**config.mk**
```make
export PLATFORM = sky130hd
export DESIGN_NAME = combo_lock_ctrl
export DESIGN_NICKNAME = d
export VERILOG_FILES = /design/src/rtl/combo_lock_ctrl.sv
export SDC_FILE = /design/constraint.sdc
export NUM_CORES = 1
export LEC_CHECK = 0
export CAP_MARGIN = 5
export CORE_AREA = 2 2 88 90
export CTS_CLUSTER_SIZE = 20
export DETAILED_ROUTE_END_ITERATION = 12
export DIE_AREA = 0 0 90 92
export PLACE_DENSITY = 0.67
export SETUP_SLACK_MARGIN = 0.4
export SLEW_MARGIN = 30
export SYNTH_ARGS = -nofsm -noshare
export SYNTH_HDL_FRONTEND = slang
export SYNTH_SLANG_ARGS = --single-unit
```
**constraint.sdc**
```tcl
create_clock -name Clock -period 2.96 [get_ports Clock]
set_input_delay 0.592 -clock Clock [delete_from_list [all_inputs] [get_ports Clock]]
set_output_delay 0.592 -clock Clock [all_outputs]
set_load 0.02 [all_outputs]
```
**src/rtl/combo_lock_ctrl.sv**
```systemverilog
// Combination-lock sequencing FSM: keypad entry, code check, unlock/alarm timing,
// failure lockout and in-place code reprogramming while open.
module combo_lock_ctrl #(
    parameter int CODE_LEN    = 4,
    parameter int DIGIT_W     = 4,
    parameter int MAX_TRIES   = 3,
    parameter int UNLOCK_CYC  = 500,
    parameter int LOCKOUT_CYC = 1000,
    parameter logic [CODE_LEN*DIGIT_W-1:0] DEFAULT_CODE = 16'h1234
) (
    input  logic                             Clock,
    input  logic                             Resetn,
    input  logic                             key_valid,
    input  logic [DIGIT_W-1:0]               key_digit,
    input  logic                             enter,
    input  logic                             clear,
    input  logic                             prog_req,
    output logic                             unlocked,
    output logic                             alarm,
    output logic                             err,
    output logic                             prog_mode,
    output logic                             prog_done,
    output logic [$clog2(CODE_LEN+1)-1:0]    digit_count,
    output logic [$clog2(MAX_TRIES+1)-1:0]   attempts
);

    localparam int CODE_W = CODE_LEN * DIGIT_W;
    localparam int CNT_W  = $clog2(CODE_LEN + 1);
    localparam int ATT_W  = $clog2(MAX_TRIES + 1);
    localparam int TMR_W  = $clog2(((UNLOCK_CYC > LOCKOUT_CYC) ? UNLOCK_CYC : LOCKOUT_CYC) + 1);

    localparam logic [CNT_W-1:0] FULL_CNT    = CNT_W'(CODE_LEN);
    localparam logic [ATT_W-1:0] TRIES_LIMIT = ATT_W'(MAX_TRIES);
    localparam logic [TMR_W-1:0] UNLOCK_T    = TMR_W'(UNLOCK_CYC);
    localparam logic [TMR_W-1:0] LOCKOUT_T   = TMR_W'(LOCKOUT_CYC);
    localparam logic [TMR_W-1:0] TMR_LAST    = TMR_W'(1);

    typedef enum logic [2:0] {
        IDLE, ENTRY, CHECK, OPEN, FAIL, LOCKOUT, PROG
    } state_e;

    state_e             state_q, state_d;
    logic [CODE_W-1:0]  code_q, code_d;
    logic [CODE_W-1:0]  buf_q, buf_d;
    logic [CNT_W-1:0]   count_q, count_d;
    logic               ovf_q, ovf_d;
    logic [TMR_W-1:0]   timer_q, timer_d;
    logic [ATT_W-1:0]   attempts_q, attempts_d;
    logic               prog_done_q, prog_done_d;

    logic               key_ok;
    logic               flush;
    logic               entry_full;
    logic [ATT_W-1:0]   att_inc;

    // NOTE: the entry buffer is reset like any other register so a reset mid-entry
    // or mid-programming can never leave stale digits behind.
    // NOTE: non-blocking assignments here so every register samples pre-edge values.
    always_ff @(posedge Clock or negedge Resetn) begin
        if (!Resetn) begin
            state_q     <= IDLE;
            code_q      <= DEFAULT_CODE;
            buf_q       <= '0;
            count_q     <= '0;
            ovf_q       <= 1'b0;
            timer_q     <= '0;
            attempts_q  <= '0;
            prog_done_q <= 1'b0;
        end else begin
            state_q     <= state_d;
            code_q      <= code_d;
            buf_q       <= buf_d;
            count_q     <= count_d;
            ovf_q       <= ovf_d;
            timer_q     <= timer_d;
            attempts_q  <= attempts_d;
            prog_done_q <= prog_done_d;
        end
    end

    // NOTE: every variable gets a default first so no path through the case infers a latch.
    always_comb begin
        state_d     = state_q;
        code_d      = code_q;
        buf_d       = buf_q;
        count_d     = count_q;
        ovf_d       = ovf_q;
        timer_d     = timer_q;
        attempts_d  = attempts_q;
        prog_done_d = 1'b0;
        flush       = 1'b0;
        key_ok      = key_valid & ~enter & ~clear;
        entry_full  = (count_q == FULL_CNT) & ~ovf_q;
        att_inc     = attempts_q + 1'b1;

        unique case (state_q)
            IDLE: begin
                if (key_ok) begin
                    buf_d[CODE_W-1 -: DIGIT_W] = key_digit;
                    count_d = CNT_W'(1);
                    state_d = ENTRY;
                end
            end

            ENTRY, PROG: begin
                if (clear) begin
                    flush   = 1'b1;
                    state_d = IDLE;
                end else if (enter) begin
                    if (state_q == ENTRY) begin
                        state_d = CHECK;
                    end else begin
                        // Short or overflowed entries leave the stored code untouched.
                        if (entry_full) begin
                            code_d      = buf_q;
                            prog_done_d = 1'b1;
                        end
                        flush   = 1'b1;
                        state_d = IDLE;
                    end
                end else if (key_valid) begin
                    if (count_q == FULL_CNT) begin
                        ovf_d = 1'b1;
                    end else begin
                        for (int i = 0; i < CODE_LEN; i++) begin
                            if (count_q == CNT_W'(i)) begin
                                buf_d[(CODE_LEN-1-i)*DIGIT_W +: DIGIT_W] = key_digit;
                            end
                        end
                        count_d = count_q + 1'b1;
                    end
                end
            end

            CHECK: begin
                flush = 1'b1;
                if (entry_full && (buf_q == code_q)) begin
                    attempts_d = '0;
                    timer_d    = UNLOCK_T;
                    state_d    = OPEN;
                end else begin
                    attempts_d = att_inc;
                    if (att_inc == TRIES_LIMIT) begin
                        timer_d = LOCKOUT_T;
                        state_d = LOCKOUT;
                    end else begin
                        state_d = FAIL;
                    end
                end
            end

            FAIL: state_d = IDLE;

            OPEN: begin
                timer_d = timer_q - 1'b1;
                if (enter || (timer_q == TMR_LAST)) begin
                    state_d = IDLE;
                end else if (prog_req) begin
                    state_d = PROG;
                end
            end

            LOCKOUT: begin
                timer_d = timer_q - 1'b1;
                if (timer_q == TMR_LAST) begin
                    attempts_d = '0;
                    state_d    = IDLE;
                end
            end

            default: state_d = IDLE;
        endcase

        if (flush) begin
            buf_d   = '0;
            count_d = '0;
            ovf_d   = 1'b0;
        end
    end

    assign unlocked    = (state_q == OPEN);
    assign alarm       = (state_q == LOCKOUT);
    assign err         = (state_q == FAIL);
    assign prog_mode   = (state_q == PROG);
    assign prog_done   = prog_done_q;
    assign digit_count = count_q;
    assign attempts    = attempts_q;

endmodule

```
==> flow_metrics.tcl <==
set metrics [dict create \
    wl_met1_um 2689 \
    grt.total_usage 0.1457 \
    route.vias.total 1972 \
    finalMaxSlewViolations 0 \
    maximum_clock_frequency_mhz 408.3 \
    rsz0062_at_grt "no" \
    cts-root-to-sink-buffers 2 \
    numClockSinks 52 \
    critical_path.endpoint_type "output pin" \
    cellLeakagePower_nw 1.422 \
    count_of_mapped_cells_out_of_synthesis 251 \
    postSynth.topFlopCell "dfrtp_1" \
    grt_max_degree 39 \
    postSynth.asyncResetShare 1.000 \
    synth_common_cells "dfrtp_1 (47), mux2_2 (33), nor2_1 (19), xor2_1 (15), inv_1 (11)" \
    drt_drc_violations_left 0 \
    dpl_cell_area_um2 3143 \
    die_area_um2 8280 \
    syn_area_per_cell_um2 11.36 \
    finalSetupTns_ns 0 \
    synth_top_cell_area_share 0.4126 \
    seq_area_frac_synth 0.4587 \
    floorplan.die.width_um 90 \
    grt-ovfl-total 0 \
    timing_worst_setup_path_type "reg -> out" \
    worst_hold_class "in -> async" \
    initial_core_util 0.3827 \
    dpl.hpwl_um 4090 \
    timing.final.crit_share 0.8274 \
    synthesis.yosys.warnings 0 \
    rr_worst_depth 7 \
    post_drt_via_cell_ratio 5.162 \
    power_density_nw_per_um2 880.5 \
    r2r_slack_ns 0.73 \
    floorplan.rows 32 \
    hold_viol 0 \
    cts_tree "built" \
    status "completed" \
    cts.clk_slew.worst_paths_ns 0.10 \
    slew_headroom 0.5223 \
    synth.lib_cells_used.distinct 52 \
    drt-wirelength-per-cell_um 14.67 \
    count_of_max_cap_constraint_violations 0 \
    drtIter0Drc 64 \
    cts.htree.levels 2 \
    firstDrtPassIters 4 \
    finalNetCount 297 \
    dieHeight_um 92 \
    synth.cell_area_um2 2850 \
    worst_pin_slew_ns 0.6985 \
    synth.area.top_cells "dfrtp_1 (41%), mux2_2 (13%), dfstp_2 (4.6%)" \
    critPathRequiredTime_ns 2.37 \
    finalCriticalPeriod_ns 2.449 \
    io_buffers 19 \
    maxUsedRoutingLayer "met4" \
    fraction_of_layout_instances_using_a_drive_strength_above_1 0.2500 \
    n_antenna_cell 0 \
    cts.hold.buffers_added 0 \
    mappedNetlistNets 269 \
    met2RoutedLength_um 2684 \
    grt_pass1_wl_um 9791 \
    finalWirelength_um 5605 \
    ant_nets 0 \
    fin_skew_ns 0.007428 \
    worst_r2r_endpoint "timer_q[3]" \
    postLayoutCellArea_um2 3273 \
    first_global_vias 2025 \
    io-pin-count 20 \
    peakVddDrop_mv 0.3952 \
    r2r_start "digit_count[0]" \
    cts-buffers-inserted 5 \
    met3_length_um 182 \
    start_kind "flop" \
    worstSkewPairLatency_ns 0.31 \
    clock_tree.root_cell "clkbuf_8" \
    synth.most_common_cell "dfrtp_1" \
    synth_edf_count 0 \
    synth_top_cell_by_area "dfrtp_1" \
    place.gp.congestion 0.8266 \
    crit_fanout 15 \
    area_delta_synth_final_pct 14.84 \
    grt_antenna_before_repair 0 \
    postSynthRegisterBits 52 \
    setup-violations-final 0 \
    worst_ep_arrival_time_ns 1.86 \
    floorplan.core_area_um2 7447 \
]
## sequential cells by signal, summed over array words and instances, names as in the netlist
| signal | count |
|---|---|
| attempts | 2 |
| buf_q | 16 |
| code_q | 16 |
| digit_count | 3 |
| ovf_q | 1 |
| prog_done | 1 |
| state_q | 3 |
| timer_q | 10 |
## report_power, final
group | leakage [nW] | total (W) | switching (W) | internal, W
Clock | 0.0463 | 0.000435 | 0.000260 | 0.000174
Combinational | 0.730 | 0.00124 | 0.000623 | 0.000612
Sequential | 0.646 | 0.00121 | 0.000282 | 0.000930
Total | 1.42 | 0.00288 | 0.00117 | 0.00172
## logic make-up (layout without fill, tap and decap cells)
group	after synthesis	after routing	share of synthesized area
xor gates and xnor gates	23	23	0.07331
AOI/OAI and AO/OA	43	43	0.1071
adders and majority gates	8	8	0.03512
muxes	36	36	0.1414
DFF	52	52	0.4587
buffers and inverters	17	46	0.03072
and+or+nand+nor	72	72	0.1536
## layout make-up
class                   count  area, µm²
clock inverters             3      27.53
clock buffers               5      68.82
fillers                   710       4174
flip-flops and latches     52       1311
multi-input cells         182       1455
well taps                 102      127.6
inverters                  12      45.04
repair buffers             26      237.7
## through the flow
step | util | hold slack, ns | cells | worst slack (ns) | power (W)
global placement | 0.4220 | 0.5048 | 370 | 0.5507 | 0.002377
floorplan | - | 0.2964 | 251 | 1.014 | 0.002091
finish | 0.4395 | 0.1868 | 382 | 0.5110 | 0.002882
CTS | 0.4353 | 0.1874 | 378 | 0.4183 | 0.002853
detailed placement | 0.4220 | 0.5165 | 370 | 0.4424 | 0.002419
global route | 0.4395 | 0.2015 | 382 | 0.4060 | 0.003115
## how the worst max path moves through the flow
stage / start / end / slack [ns] / depth (start not counted)
after floorplan: digit_count[0] / code_q[10] / 1.01 / 6
after global placement: enter / buf_q[14] / 0.55 / 6
after detailed placement: clear / state_q[0] / 0.44 / 6
after CTS: state_q[1] / prog_mode / 0.42 / 3
after global routing: state_q[0] / prog_mode / 0.41 / 3
final: state_q[0] / prog_mode / 0.51 / 3
## per-layer routing
metal  track usage  vias to the layer above
met3       0.02547                        4
li1              -                      963
met1        0.2029                      962
met2        0.2337                       43
met4       0.04359                        0
met5             0                        -
## placed cells by master (no fill, tap or decap), types with 6 or more instances in the layout
cell / synthesis / final
xor2_1: 15 / 15
a21oi_1: 6 / 6
dfrtp_1: 47 / 44
xnor2_1: 7 / 7
buf_4: 0 / 7
ha_1: 8 / 8
clkdlybuf4s50_1: 0 / 18
nor3_1: 7 / 7
o211ai_1: 6 / 6
nor2_1: 19 / 19
mux2_2: 33 / 33
nand2_1: 10 / 10
inv_1: 11 / 11
## worst max-delay path, stage by stage, from the launching register on
cell,delay (ns)
dfrtp_2,0.52
nand3b_2,0.31
inv_2,0.10
clkdlybuf4s50_1,0.61
## timing repair
action | CTS | global route
endpoints found under the setup margin | 3 | 3
gates resized for setup | 2 | 1
endpoints found under the hold margin | 0 | 0
setup buffers | 0 | 4
Note: power is estimated with default switching activity, not from simulation.
==> variant 1, RTL diff (config.mk and constraints unchanged) <==
The parameter `LOCKOUT_CYC` goes from 1000 to 2000.
--- a/src/rtl/combo_lock_ctrl.sv
+++ b/src/rtl/combo_lock_ctrl.sv
@@ -5,7 +5,7 @@
     parameter int DIGIT_W     = 4,
     parameter int MAX_TRIES   = 3,
     parameter int UNLOCK_CYC  = 500,
-    parameter int LOCKOUT_CYC = 1000,
+    parameter int LOCKOUT_CYC = 2000,
     parameter logic [CODE_LEN*DIGIT_W-1:0] DEFAULT_CODE = 16'h1234
 ) (
     input  logic                             Clock,
Function: same outputs for any inputs over 10 cycles, from zero or initial values and one cycle with Resetn low; that may be too few to reach the edited logic, so the function may still have changed.
==> variant 1 against the original RTL <==
  * Worst setup slack worse by 0.018 ns
  * Highest routed layer unchanged
  * Power down 2.2%
  * Sequential cell count up 1
  * Synthesized cell count up 2.4%
  * Sequential share of layout area up 0.86 points
  * Global-route usage down 1.0 points
  * Area after synthesis about the same
  * Final cell count up 1.0%
  * Final area down 0.42%
  * Wire length down 3.6%
==> variant 1: results (changes against the original RTL) <==
Critical path
  – Crit path max fanout: 12 (-3)
  – CP arrival: 2.66 ns (+0.80 ns)
  – Reg-to-reg setup timing slack: 0.49 ns (-0.24 ns)
  – CP startpoint: digit_count[1]$_DFFE_PN0P_
  – CP max stage delay: 0.45 ns (-0.16 ns)
  – Slowest-stage cell, CP: o31a_2
  – Reg-to-reg endpoint: timer_q[5]$_DFFE_PN0P_
  – Critical Path End Type: flip-flop

STA
  – Worst-Margin Slew: 0.6051 ns (-0.09340 ns)
  – Worst-case clock skew: 0.003595 ns (-0.003834 ns)

CTS
  – CTS Sinks: 53 (+1.9%)

Cells and area
  – Multi-Input Combinational: 184 (+1.1%)
  – Fraction of layout cells with a size suffix above 1: 13.73% (-11 points)
  – Non-clk buf share: 7.524% (+0.26 points)
  – Buffers excl. clock: 27 (+3.8%)
  – Clock buffer count: 6 (+1)
  – Largest registers: buf_q x16, code_q x16, timer_q x11
  – Final nets: 301 (+1.3%)
  – Filler Cell Count: 735 (+3.5%)
  – Reg area: 0.001334 mm² (+1.7%)
  – ClkCell Share: 2.726% (-0.22 points)
  – Post-route cell area: 0.003259 mm² (-0.42%)
  – Multi-input gate area: 0.001419 mm² (-2.5%)

Place
  – Area after DPL: 0.003153 mm² (+0.32%)
  – Hpwl dp: 3.961 mm (-3.2%)
  – Gp weighted congestion: 0.7872 (-4.8%)
  – Pre-CTS setup slack: 0.3945 ns (-0.04792 ns)
  – Inst Count DP: 376 (+1.6%)

Yosys
  – Synth Area in XOR/XNOR: 6.447% (-0.88 points)
  – Mapped Cells: 257 (+2.4%)
  – Synth cell types: 54 (+3.8%)
  – Syn nets: 275 (+2.2%)
  – Synth area leaders: dfrtp_1, mux2_1, xor2_1, dfstp_2, ha_1
  – Compound-Gate Fraction of Synth Area: 10.18% (-0.54 points)
  – Mux contribution to synthesized area: 12.98% (-1.2 points)
  – Synth Area in Adders: 3.509% (about the same)
  – Share of the synthesized area in the top cell type: 42.11% (+0.84 points)
  – Commonest cells post-synth: dfrtp_1, mux2_1, nor2_1
  – Sequential share of the synthesized area: 46.71% (+0.84 points)

Pwr
  – Seq pwr share: 43.2% (+1.2 points)
  – P_comb: 1180 µW (-5%)
  – Cell Pwr Density: 865.2 mW/mm² (-1.7%)
  – P_leak: 0.001493 µW (+5.0%)
  – Internal power: 1711 µW (-0.34%)
  – Peak VDD IR: 0.3590 mV (-9.2%)

Status
  – Outcome: finished, final reports clean

Route
  – Met3 wire len: 137 µm (-25%)
  – Met1 WL: 2.655 mm (-1.3%)
  – Routed vias: 1971 (-0.051%)
  – Vias per cell: 5.106 (-1.1%)
  – Starting DRT DRC Count: 120 (+88%)
  – DR WL met2: 2.578 mm (-3.9%)

GRT
  – Met2 GRT Util: 21.74% (-1.6 points)
  – GRT Util Overall: 13.54% (-1.0 points)
  – Largest net degree at the start of global routing: 29 (-26%)
  – GR Util met3: 2.794% (+0.25 points)
  – GRT met1 Usage: 18.94% (-1.3 points)
  – Global-route wire length before repair: 9.170 mm (-6.3%)
## variant 1: cell count changes in the layout (fill, tap and decap cells not counted), sizes merged, moves of 3 or more
| cell | unedited run | this run |
|---|---|---|
| o31ai | 4 | 1 |
| and2 | 5 | 2 |
| o21ai | 4 | 10 |
| xnor2 | 7 | 4 |
| a21boi | 0 | 4 |
| nand2 | 10 | 13 |
| nor3 | 9 | 6 |
| o311ai | 3 | 0 |
| nand2b | 3 | 6 |
| and3 | 0 | 3 |
| nand3b | 2 | 6 |
## variant 1: worst min path at each step
| stage | startpoint | endpoint | slack, ns | cells past startpoint |
|---|---|---|---|---|
| 2_1_floorplan | Resetn | attempts[0]$_DFFE_PN0P_ | 0.30 | 0 |
| 3_3_place_gp | code_q[6]$_DFFE_PN0P_ | code_q[6]$_DFFE_PN0P_ | 0.49 | 1 |
| 3_5_place_dp | code_q[7]$_DFFE_PN0P_ | code_q[7]$_DFFE_PN0P_ | 0.50 | 1 |
| 4_1_cts | Resetn | timer_q[4]$_DFFE_PN0P_ | 0.30 | 1 |
| 5_1_grt | Resetn | code_q[8]$_DFFE_PN0P_ | 0.33 | 1 |
| 6_report | Resetn | timer_q[4]$_DFFE_PN0P_ | 0.28 | 1 |
## variant 1: what timing repair did
item,CTS,global route
endpoints found under the hold margin,0,0
hold buffers,0,0
setup endpoints to repair,0,4
setup buffers,0,2
resized for setup,0,2
## variant 1: worst max-delay path: cells and delay by family, from the launching register on
kind,cells,cell delay (ns)
AO/OA/AOI/OAI,2,0.79
AND/OR/NAND/NOR,3,0.78
buffers and inverters,1,0.12
flip-flops,1,0.43
adder cells (fa/ha/maj),1,0.24
==> variant 2, RTL diff (same flow settings) <==
Without the edit above. Re-encode `state_e` (7 states) as one-hot, 7 bits wide.
--- a/src/rtl/combo_lock_ctrl.sv
+++ b/src/rtl/combo_lock_ctrl.sv
@@ -35,8 +35,8 @@
     localparam logic [TMR_W-1:0] LOCKOUT_T   = TMR_W'(LOCKOUT_CYC);
     localparam logic [TMR_W-1:0] TMR_LAST    = TMR_W'(1);
 
-    typedef enum logic [2:0] {
-        IDLE, ENTRY, CHECK, OPEN, FAIL, LOCKOUT, PROG
+    typedef enum logic [6:0] {
+        IDLE = 7'b0000001, ENTRY = 7'b0000010, CHECK = 7'b0000100, OPEN = 7'b0001000, FAIL = 7'b0010000, LOCKOUT = 7'b0100000, PROG = 7'b1000000
     } state_e;
 
     state_e             state_q, state_d;
Formal check against the unedited RTL: no difference found for any inputs over 10 cycles, from zero or initial values and one cycle with Resetn low; not proved beyond that.
==> variant 2 against the original RTL <==
  * Worst setup slack lost 0.15 ns
  * Final cell count grew 10%
  * Utilization grew 3.8 points
  * Die area is the same
  * Register-to-register slack lost 0.19 ns
  * Synthesized cell count grew 14%
  * Via count grew 14%
  * Area after synthesis grew 7.5%
  * Wire length grew 11%
  * Sequential cell count grew 4
  * Global-route usage grew 1.4 points
  * Final area grew 8.6%
  * Power shrank 12%
  * Largest cell class unchanged
  * Highest routed layer unchanged
==> variant 2: results (changes against the original RTL) <==
Pwr
  – P_leak: 0.001548 µW (+8.8%)
  – Peak VDD IR: 0.3426 mV (-13%)

STA
  – Slew HR: 55.93% (+3.7 points)
  – Worst-case clock skew: 0.008766 ns (+0.001338 ns)

Yosys
  – Sequential share of the synthesized area: 45.98% (+0.10 points)
  – Synth area leaders: dfrtp_1, mux2_2, dfstp_2, xnor2_1, ha_1
  – Mapped Cells: 287 (+14%)
  – Commonest cells post-synth: dfrtp_1, mux2_2, a21oi_1, xnor2_1, nand2_1
  – Synth cell types: 55 (+5.8%)
  – Syn nets: 305 (+13%)
  – Post-synth ARST share: 100.0% (unchanged)

GRT
  – GRT Util Overall: 15.95% (+1.4 points)
  – Vias in the first global route: 2302 (+14%)
  – Global-route wire length before repair: 10.87 mm (+11%)
  – Largest net degree at the start of global routing: 31 (-21%)

Cells and area
  – Final nets: 337 (+13%)
  – Fraction of layout cells with a size suffix above 1: 24.69% (-0.31 points)
  – Non-Filler Instances: 422 (+10%)

CTS
  – Num CTS Buffers: 5 (unchanged)

Place
  – Hpwl dp: 4.677 mm (+14%)
  – Gp weighted congestion: 0.8302 (+0.44%)

Status
  – Outcome: finished, final reports clean

Critical path
  – CP arrival: 2.00 ns (+0.14 ns)

Route
  – Vias per cell: 5.348 (+3.6%)
  – Avg WL per Cell: 14.73 µm (+0.41%)
  – Starting DRT DRC Count: 60 (-6.3%)
## variant 2: changes by cell type in the layout (fill, tap and decap cells not counted), moves of 6 or more
cell	before	now
xor2_1	15	2
a21oi_1	6	16
xnor2_1	7	17
o21ai_0	3	11
buf_4	7	14
dfrtp_1	44	50
nand2_1	10	16
## variant 2: what timing repair did
| action | CTS | global route |
|---|---|---|
| gates resized for setup | 10 | 4 |
| setup buffers | 0 | 3 |
| hold buffers | 0 | 0 |
| cloned | 0 | 0 |
| endpoints found under the setup margin | 4 | 12 |
| pin swaps | 0 | 1 |
## variant 2: stage by stage
stage	cell area, µm²	setup slack [ns]
after floorplan	3064	0.5820
after global placement	3426	0.1657
after detailed placement	3426	0.1303
after CTS	3523	0.2613
after global routing	3555	0.3168
final	3555	0.3639
## variant 2: worst paths after layout
path / start / to / slack (ns) / cells after the start
worst max-delay path: state_q[6]$_DFFE_PN0P_ / alarm / 0.36 / 4
min in group Clock: timer_q[7]$_DFFE_PN0P_ / timer_q[7]$_DFFE_PN0P_ / 0.49 / 1
worst min register to register: timer_q[7]$_DFFE_PN0P_ / timer_q[7]$_DFFE_PN0P_ / 0.49 / 1
worst min-delay path: Resetn / state_q[3]$_DFFE_PN0P_ / 0.30 / 1
max in group asynchronous: Resetn / code_q[4]$_DFFE_PN1P_ / 1.90 / 2
worst max register to register: state_q[2]$_DFFE_PN0P_ / buf_q[13]$_DFFE_PN0P_ / 0.54 / 8
## variant 2: cell type report
| cell class | count | area (µm²) |
|---|---|---|
| flip-flops and latches | 56 | 1409 |
| inverters | 12 | 45.04 |
| clock buffers | 6 | 72.57 |
| well taps | 102 | 127.6 |
| repair buffers | 33 | 301.5 |
| clock inverters | 2 | 16.27 |
| multi-input cells | 211 | 1583 |
| fillers | 702 | 3892 |
## variant 2: critical path: stages (launching register included)
cell and delay (ns):
dfrtp_1 0.40, or4_4 0.53, or4b_4 0.55, inv_2 0.08, buf_4 0.13
## variant 2: per-layer routing
layer	track usage (%)	wire, µm
met5	0	0
met4	4.359	68
met3	3.040	203
met2	26.44	2977
met1	21.53	2968
## variant 2: power breakdown
group | switching (µW) | internal (µW)
sequential | 153 | 959
combinational | 512 | 498
clock | 249 | 169
total | 915 | 1630
## variant 2: cell families (layout without fill, tap and decap cells)
group                      after synthesis  in the layout  synth area share, %
AOI/OAI and AO/OA                       58             58                12.25
xor gates and xnor gates                19             19                5.431
adders and majority gates                8              8                3.267
buffers and inverters                   20             53                2.981
DFF                                     56             56                45.98
muxes                                   36             36                13.15
and+or+nand+nor                         90             90                16.95
